[config.mk]
export PLATFORM = sky130hd
export DESIGN_NAME = uart_imem_loader
export DESIGN_NICKNAME = d
export VERILOG_FILES = /design/src/rtl/uart_imem_loader.sv
export SDC_FILE = /design/constraint.sdc
export NUM_CORES = 1
export LEC_CHECK = 0
export CAP_MARGIN = 10
export CORE_MARGIN = 1
export CORE_UTILIZATION = 55
export CTS_BUF_LIST = sky130_fd_sc_hd__clkbuf_8 sky130_fd_sc_hd__clkbuf_16
export DETAILED_ROUTE_END_ITERATION = 8
export DONT_BUFFER_PORTS = 1
export PLACE_DENSITY = 0.7
export REMOVE_ABC_BUFFERS = 1
export SLEW_MARGIN = 20
export SYNTH_ARGS = -nofsm -noshare
export SYNTH_HDL_FRONTEND = slang
export SYNTH_SLANG_ARGS = --single-unit
[constraint.sdc]
create_clock -name sysclk -period 5.44 [get_ports sysclk]
set_input_delay 0.816 -clock sysclk [delete_from_list [all_inputs] [get_ports sysclk]]
set_output_delay 0.816 -clock sysclk [all_outputs]
set_load 0.02 [all_outputs]
[src/rtl/uart_imem_loader.sv]
// Boot loader: 8N1 UART receiver feeding a length-prefixed little-endian image into instruction memory.
// Latency: imem_we one cycle after the 4th byte of a word; no backpressure (the serial line cannot stall).
module uart_imem_loader #(
    parameter int CLKS_PER_BIT = 868,
    parameter int PC_WIDTH     = 12,
    parameter int OP_LENGTH    = 32
) (
    input  logic                 sysclk,
    input  logic                 rst,
    input  logic                 uart_rx,
    output logic                 imem_we,
    output logic [PC_WIDTH-1:0]  imem_addr,
    output logic [OP_LENGTH-1:0] imem_wdata,
    output logic                 cpu_rst,
    output logic                 loading,
    output logic                 load_err
);
    localparam int            CW        = $clog2(CLKS_PER_BIT);
    localparam logic [CW-1:0] BIT_END   = CW'(CLKS_PER_BIT - 1);
    localparam logic [CW-1:0] HALF_END  = CW'(CLKS_PER_BIT / 2 - 1);
    localparam logic [32:0]   MAX_WORDS = 33'd1 << PC_WIDTH;

    typedef enum logic [1:0] {RX_IDLE, RX_START, RX_DATA, RX_STOP} rx_state_t;
    typedef enum logic [2:0] {WAIT_LEN_LO, WAIT_LEN_HI, LD_DATA, LD_DONE, LD_ERR} ld_state_t;

    logic          rx_meta;
    logic          rx_sync;
    rx_state_t     rx_state;
    rx_state_t     rx_next;
    logic [CW-1:0] clk_cnt;
    logic [2:0]    bit_cnt;
    logic [7:0]    rx_shift;
    logic          half_tick;
    logic          bit_tick;
    logic          byte_valid;
    logic          frame_err;

    ld_state_t              ld_state;
    ld_state_t              ld_next;
    logic [15:0]            word_len;
    logic [15:0]            word_cnt;
    logic [15:0]            hdr_len;
    logic [1:0]             byte_cnt;
    logic [OP_LENGTH-9:0]   word_acc;
    logic                   last_word;

    always_ff @(posedge sysclk) begin
        if (!rst) begin
            rx_meta <= 1'b1;
            rx_sync <= 1'b1;
        end else begin
            rx_meta <= uart_rx;
            rx_sync <= rx_meta;
        end
    end

    always_ff @(posedge sysclk) begin
        if (!rst) begin
            rx_state <= RX_IDLE;
        end else begin
            rx_state <= rx_next;
        end
    end

    always_comb begin
        rx_next = rx_state;
        case (rx_state)
            RX_IDLE:  if (!rx_sync) rx_next = RX_START;
            RX_START: if (half_tick) rx_next = rx_sync ? RX_IDLE : RX_DATA;
            RX_DATA:  if (bit_tick && bit_cnt == 3'd7) rx_next = RX_STOP;
            RX_STOP:  if (bit_tick) rx_next = RX_IDLE;
            default:  rx_next = RX_IDLE;
        endcase
    end

    always_comb begin
        half_tick  = (rx_state == RX_START) && (clk_cnt == HALF_END);
        bit_tick   = (clk_cnt == BIT_END);
        byte_valid = (rx_state == RX_STOP) && bit_tick && rx_sync;
        frame_err  = (rx_state == RX_STOP) && bit_tick && !rx_sync;
    end

    // The bit timer restarts at mid-start-bit so every later sample lands mid-bit.
    always_ff @(posedge sysclk) begin
        if (!rst) begin
            clk_cnt  <= '0;
            bit_cnt  <= '0;
            rx_shift <= '0;
        end else begin
            if (rx_state == RX_IDLE || half_tick || bit_tick) begin
                clk_cnt <= '0;
            end else begin
                clk_cnt <= clk_cnt + 1'b1;
            end
            if (rx_state == RX_START) begin
                bit_cnt <= '0;
            end
            if (rx_state == RX_DATA && bit_tick) begin
                rx_shift <= {rx_sync, rx_shift[7:1]};
                bit_cnt  <= bit_cnt + 1'b1;
            end
        end
    end

    assign hdr_len   = {rx_shift, word_len[7:0]};
    assign last_word = (word_cnt + 16'd1) == word_len;

    always_ff @(posedge sysclk) begin
        if (!rst) begin
            ld_state <= WAIT_LEN_LO;
        end else begin
            ld_state <= ld_next;
        end
    end

    // DONE deliberately ignores framing errors: the CPU is already running.
    always_comb begin
        ld_next = ld_state;
        case (ld_state)
            WAIT_LEN_LO: begin
                if (frame_err) ld_next = LD_ERR;
                else if (byte_valid) ld_next = WAIT_LEN_HI;
            end
            WAIT_LEN_HI: begin
                if (frame_err) begin
                    ld_next = LD_ERR;
                end else if (byte_valid) begin
                    if (hdr_len == 16'd0) ld_next = LD_DONE;
                    else if ({17'd0, hdr_len} > MAX_WORDS) ld_next = LD_ERR;
                    else ld_next = LD_DATA;
                end
            end
            LD_DATA: begin
                if (frame_err) ld_next = LD_ERR;
                else if (imem_we && last_word) ld_next = LD_DONE;
            end
            LD_DONE:  ld_next = LD_DONE;
            LD_ERR:   ld_next = LD_ERR;
            default:  ld_next = LD_ERR;
        endcase
    end

    always_comb begin
        cpu_rst  = (ld_state != LD_DONE);
        loading  = (ld_state == WAIT_LEN_HI) || (ld_state == LD_DATA);
        load_err = (ld_state == LD_ERR);
    end

    always_ff @(posedge sysclk) begin
        if (!rst) begin
            imem_we    <= 1'b0;
            imem_addr  <= '0;
            imem_wdata <= '0;
            word_len   <= '0;
            word_cnt   <= '0;
            byte_cnt   <= '0;
            word_acc   <= '0;
        end else begin
            imem_we <= 1'b0;
            if (imem_we) begin
                imem_addr <= imem_addr + 1'b1;
                word_cnt  <= word_cnt + 16'd1;
            end
            if (byte_valid) begin
                case (ld_state)
                    WAIT_LEN_LO: word_len[7:0]  <= rx_shift;
                    WAIT_LEN_HI: word_len[15:8] <= rx_shift;
                    LD_DATA: begin
                        word_acc <= {rx_shift, word_acc[OP_LENGTH-9:8]};
                        byte_cnt <= byte_cnt + 1'b1;
                        if (byte_cnt == 2'd3) begin
                            imem_we    <= 1'b1;
                            imem_wdata <= {rx_shift, word_acc};
                        end
                    end
                    default: ;
                endcase
            end
        end
    end
endmodule

; ---- After elaboration in Yosys (flattened, before gate mapping)
; Index checks and enable logic that the tools add are counted.
[classes]
div = 0
bitwise_logic = 1
mux = 18
n_reduce_logical = 23
addsub = 5
n_lt_le_gt_ge = 1
n_shift = 0
n_eq_ne = 20
mul = 0
[ops]
columns = operator, n
row1 = 3-bit two-way mux, 10
row2 = 16-bit by 1-bit adder with 16-bit output (second input constant), 1
row3 = 16-bit equality test, 1
row4 = 16-bit by 13-bit > comparator with 1-bit output (second input constant), 1
row5 = 16-bit logical NOT, 1
row6 = 12-bit by 1-bit adder with 12-bit output (second input constant), 1
row7 = 3-bit one-hot mux with 4 select lines, 1
row8 = 10-bit by 1-bit adder with 10-bit output (second input constant), 1
row9 = 10-bit equality test (second input constant), 1
row10 = 10-bit by 9-bit equality test with 1-bit output (second input constant), 1
row11 = 2-bit two-way mux, 5
row12 = 3-bit != test (second input constant), 3
row13 = 3-bit AND reduction, 3
row14 = 2-bit != test (second input constant), 4
row15 = 2-bit one-hot mux with 4 select lines, 1
row16 = 1-bit logical AND, 7
row17 = 2-bit equality test (second input constant), 3
row18 = 3-bit by 2-bit equality test with 1-bit output (second input constant), 2
row19 = 3-bit equality test (second input constant), 2
row20 = 2-bit AND reduction, 3
row21 = 4-bit AND reduction, 1
row22 = 3-bit by 1-bit adder with 3-bit output (second input constant), 1
row23 = 3-bit by 1-bit equality test with 1-bit output (second input constant), 1
row24 = 3-bit logical NOT, 1
row25 = 10 further kinds, 12
[totals]
input_bits = 3
romBits = 0
output_inout_bits = 48
latch_bits = 0
memories = 0
ff_bits = 131
ram_bits = 0
word_cells = 83

; ---- Depth between registers and ports, before layout
[logic_depth]
word_depth = 6
mapped_depth = 9
depth_no_buf = 7

; ---- Worst setup path before layout
; No wires, ideal clock.
[synth_timing]
path_type = flip-flop to flip-flop
start = register clk_cnt[8]
end = register word_len[15]
stages_incl_launch_ff = 8
arrival_ns = 1.912
setup_time_ns = 0.131
setup_slack_ns = 3.397
path_buffers = 1
synth_period_minus_slack_ns = 2.043
required_time_ns = 5.309
cell_sequence = dfxtp_1 -> or3b_4 -> or4_4 -> nor3_2 -> buf_4 -> nand3_2 -> nand2_1 -> a21oi_2
[synth_via]
elab_chain_cells = 4
[synth_lines]
columns = item, line_no
row1 = from (decl), 30  ; logic [CW-1:0] clk_cnt;
row2 = from (signal assigned), 93  ; clk_cnt <= clk_cnt + 1'b1;
row3 = 10-bit equality test, 78  ; bit_tick = (clk_cnt == BIT_END);
row4 = 1-bit logical AND (2 in a row), 79  ; byte_valid = (rx_state == RX_STOP) && bit_tick && rx_sync;
row5 = 2-bit AND reduction (no line), -
row6 = to (signal assigned), 167  ; WAIT_LEN_HI: word_len[15:8] <= rx_shift;
row7 = to (decl), 40  ; logic [15:0] word_len;
; Every way passes these cells.
; A chain may end at the register's enable or synchronous reset.

; ---- Worst setup path after layout
[layout_timing]
start = register clk_cnt[0]
end = register imem_wdata[28]
[layout_via]
elab_chain_cells = 4
[layout_lines]
columns = item, line_no
row1 = 10-bit equality test, 78
row2 = 1-bit logical AND (2 in a row), 79
row3 = 3-bit AND reduction (no line), -
row4 = to (signal assigned), 173  ; imem_wdata <= {rx_shift, word_acc};
row5 = to (decl), 13  ; output logic [OP_LENGTH-1:0] imem_wdata,
; Every way passes these cells.

==> results_dict.tcl <==
set metrics [dict create \
    outcome "completed" \
    cts_sinks 131 \
    grt_pass1_vias 4240 \
    final_max_slew_viol_count 0 \
    r2r-start "clk_cnt[0]$_SDFF_PP0_" \
    max_freq_mhz 317 \
    hold_path_class "input port to flip-flop" \
    yosysWarningCount 0 \
    num_antenna_cells 0 \
    ant_nets 0 \
    grt_max_degree 89 \
    die_h_um 103 \
    syn-cell-area_um2 5590 \
    synth_cell_types 50 \
    cts_buffers 17 \
    crit_arrival_ns 3.59 \
    crit_type "flip-flop to flip-flop" \
    finalSetupViolations 0 \
    leakage_nw 2.13 \
    cts_tree "yes" \
    synth_area_per_cell_um2 8.07 \
    drive_gt1_frac 0.0659 \
    min_from "rst" \
    antenna_found_initial 0 \
    cts_resized 0 \
    htreeDepth 4 \
    finalHoldViolCount 0 \
    clkTransAtPathRegs_ns 0.06 \
    synth-edff-count 0 \
    clockBufferDepth 2 \
    setup_tns_ns 0 \
    vias 4480 \
    routabilityCongestion 0.837 \
    rsz0062_at_grt "no" \
    synth_most_common_cell "nand2_1" \
    syn_inst 693 \
    overflow 0 \
    yosys.area.top_type "dfxtp_1" \
    top_level_ports 51 \
    wl_per_cell_um 14.0 \
    required_ns 5.88 \
    synth_area_leaders "dfxtp_1 (47%), nand2_1 (12%), a21oi_1 (8.0%)" \
    yosysTopAreaCellShare 0.469 \
    synth-seq-cells 131 \
    critical_path.startpoint "clk_cnt[0]$_SDFF_PP0_" \
    dp_hpwl_um 7300 \
    postCtsSetupRepairBufs 0 \
    skew_ns 0.00683 \
    period_minus_slack_ns 3.15 \
    ys_seq_area_frac 0.469 \
    first_pass_iters 4 \
    max_cap_viol_count 0 \
    initial_core_util 0.569 \
    ir_drop_uv 312 \
    drc 0 \
    regToRegSetupSlack_ns 2.29 \
    start_kind "flip-flop" \
    die_width_um 103 \
    io_buffers 0 \
    core_um2 9820 \
    synthTopCellsByCount "nand2_1 (182), dfxtp_1 (131), a21oi_1 (89)" \
    num-nets-final 681 \
    grt_pass1_wl_um 19000 \
    max_slew.worst_pin.slew_ns 0.938 \
    finalCritPeriodShare 0.579 \
    cts_hold_buf 0 \
    ys_async_sr_fraction 0 \
    drt_iter0_markers 196 \
    power.density_nw_per_um2 348 \
    vias_per_cell 5.49 \
    max_slew_margin 0.373 \
    critical_path.max_fanout 32 \
    ys.flop_type "dfxtp_1" \
    areaGrowthSynthToFinish_pct 10.8 \
    num_rows 36 \
    ctsRootBufferMaster "clkbuf_8" \
    fillers 894 \
    clock_latency_ns 0.51 \
    dieArea_um2 10600 \
    grt.total_usage 0.229 \
    end_kind "flip-flop" \
    drt_wl_total_um 11400 \
    totalPowerFinal_mw 2.15 \
]
==> report_power, final <==
part           internal [mW]  switching, mW  total [mW]  leakage [nW]
Combinational        0.00314         0.0163      0.0195         0.776
Sequential             0.961        0.00289       0.964          1.06
Clock                  0.754          0.416        1.17         0.299
==> flip-flops by register name (all words and copies together) (netlist names), named ones only <==
name / count
rx_meta: 1
imem_addr: 12
ld_state: 3
rx_state: 1
imem_wdata: 32
rx_sync: 1
bit_cnt: 3
word_cnt: 16
word_len: 16
imem_we: 1
rx_shift: 8
word_acc: 24
clk_cnt: 10
byte_cnt: 2
==> kinds of logic (layout without fill, tap and decap cells) <==
| family | count (synthesis) | count (layout) | synth area share |
|---|---|---|---|
| compound gates | 119 | 119 | 0.116 |
| mux | 4 | 4 | 0.00739 |
| fa+ha+maj | 7 | 7 | 0.0157 |
| flops | 131 | 131 | 0.469 |
| simple gates | 329 | 329 | 0.267 |
| buf+inv | 47 | 37 | 0.0376 |
| xor+xnor | 56 | 56 | 0.0877 |
==> critical path, cell delays in order, from the launching register on <==
cell and delay, ns:
dfxtp_1 0.39, ha_1 0.31, nand3b_1 0.18, nor4_2 0.50
and3_1 0.73, and2_2 0.64, nand2_1 0.16, a21oi_1 0.16
==> cell usage in the layout, fill, tap and decap left out, drive strengths merged, types with 3 or more instances in the layout <==
| master | netlist | layout |
|---|---|---|
| nand2 | 182 | 182 |
| dfxtp | 131 | 131 |
| a21oi | 90 | 90 |
| nor2 | 49 | 49 |
| xor2 | 35 | 35 |
| nand3 | 27 | 27 |
| xnor2 | 21 | 21 |
| clkbuf | 28 | 18 |
| nand4 | 13 | 13 |
| and3 | 12 | 12 |
| o21ai | 11 | 11 |
| nor3 | 11 | 11 |
| nor4 | 8 | 8 |
| or3 | 7 | 7 |
| ha | 7 | 7 |
| inv | 4 | 6 |
| clkinv | 0 | 5 |
| nand2b | 4 | 4 |
| bufinv | 0 | 4 |
| nand3b | 3 | 3 |
| nor3b | 3 | 3 |
| a22oi | 3 | 3 |
| mux2i | 3 | 3 |
| a31oi | 3 | 3 |
| a211oi | 3 | 3 |
==> metrics by stage <==
stage	cell area, um^2	hold WS (ns)	util	std cells	worst slack [ns]
floorplan	5400	0.386	-	650	2.80
global placement	5580	0.422	0.568	785	2.00
detailed placement	5580	0.422	0.568	785	1.91
CTS	6190	0.351	0.630	816	1.90
global route	6190	0.352	0.631	816	2.03
finish	6190	0.374	0.631	816	2.29
==> path summary, 6_finish.rpt <==
check | to | cells past startpoint
setup / recovery | imem_wdata[28]$_SDFFE_PN0P_ | 7
hold reg to reg | rx_sync$_SDFF_PN1_ | 1
hold / removal | rx_meta$_SDFF_PN1_ | 1
setup reg to reg | imem_wdata[28]$_SDFFE_PN0P_ | 7
==> cell type report <==
type,instances,area (um^2),area share
multi-input cells,515,2760,0.446
flip-flops and latches,131,2620,0.423
clock buffers,18,428,0.0691
clock inverters,13,184,0.0297
well taps,133,166,0.0269
inverters,4,16.3,0.00263
repair buffers,2,15.0,0.00242
==> routing by layer <==
metal  vias up  track usage  routed length, um
met2        95        0.389               5560
met5         -            0                  0
li1       2293            -                  -
met3        18       0.0725                513
met4         0       0.0715                128
met1      2074        0.277               5200
No activity file was read; power rests on OpenSTA's default activity.
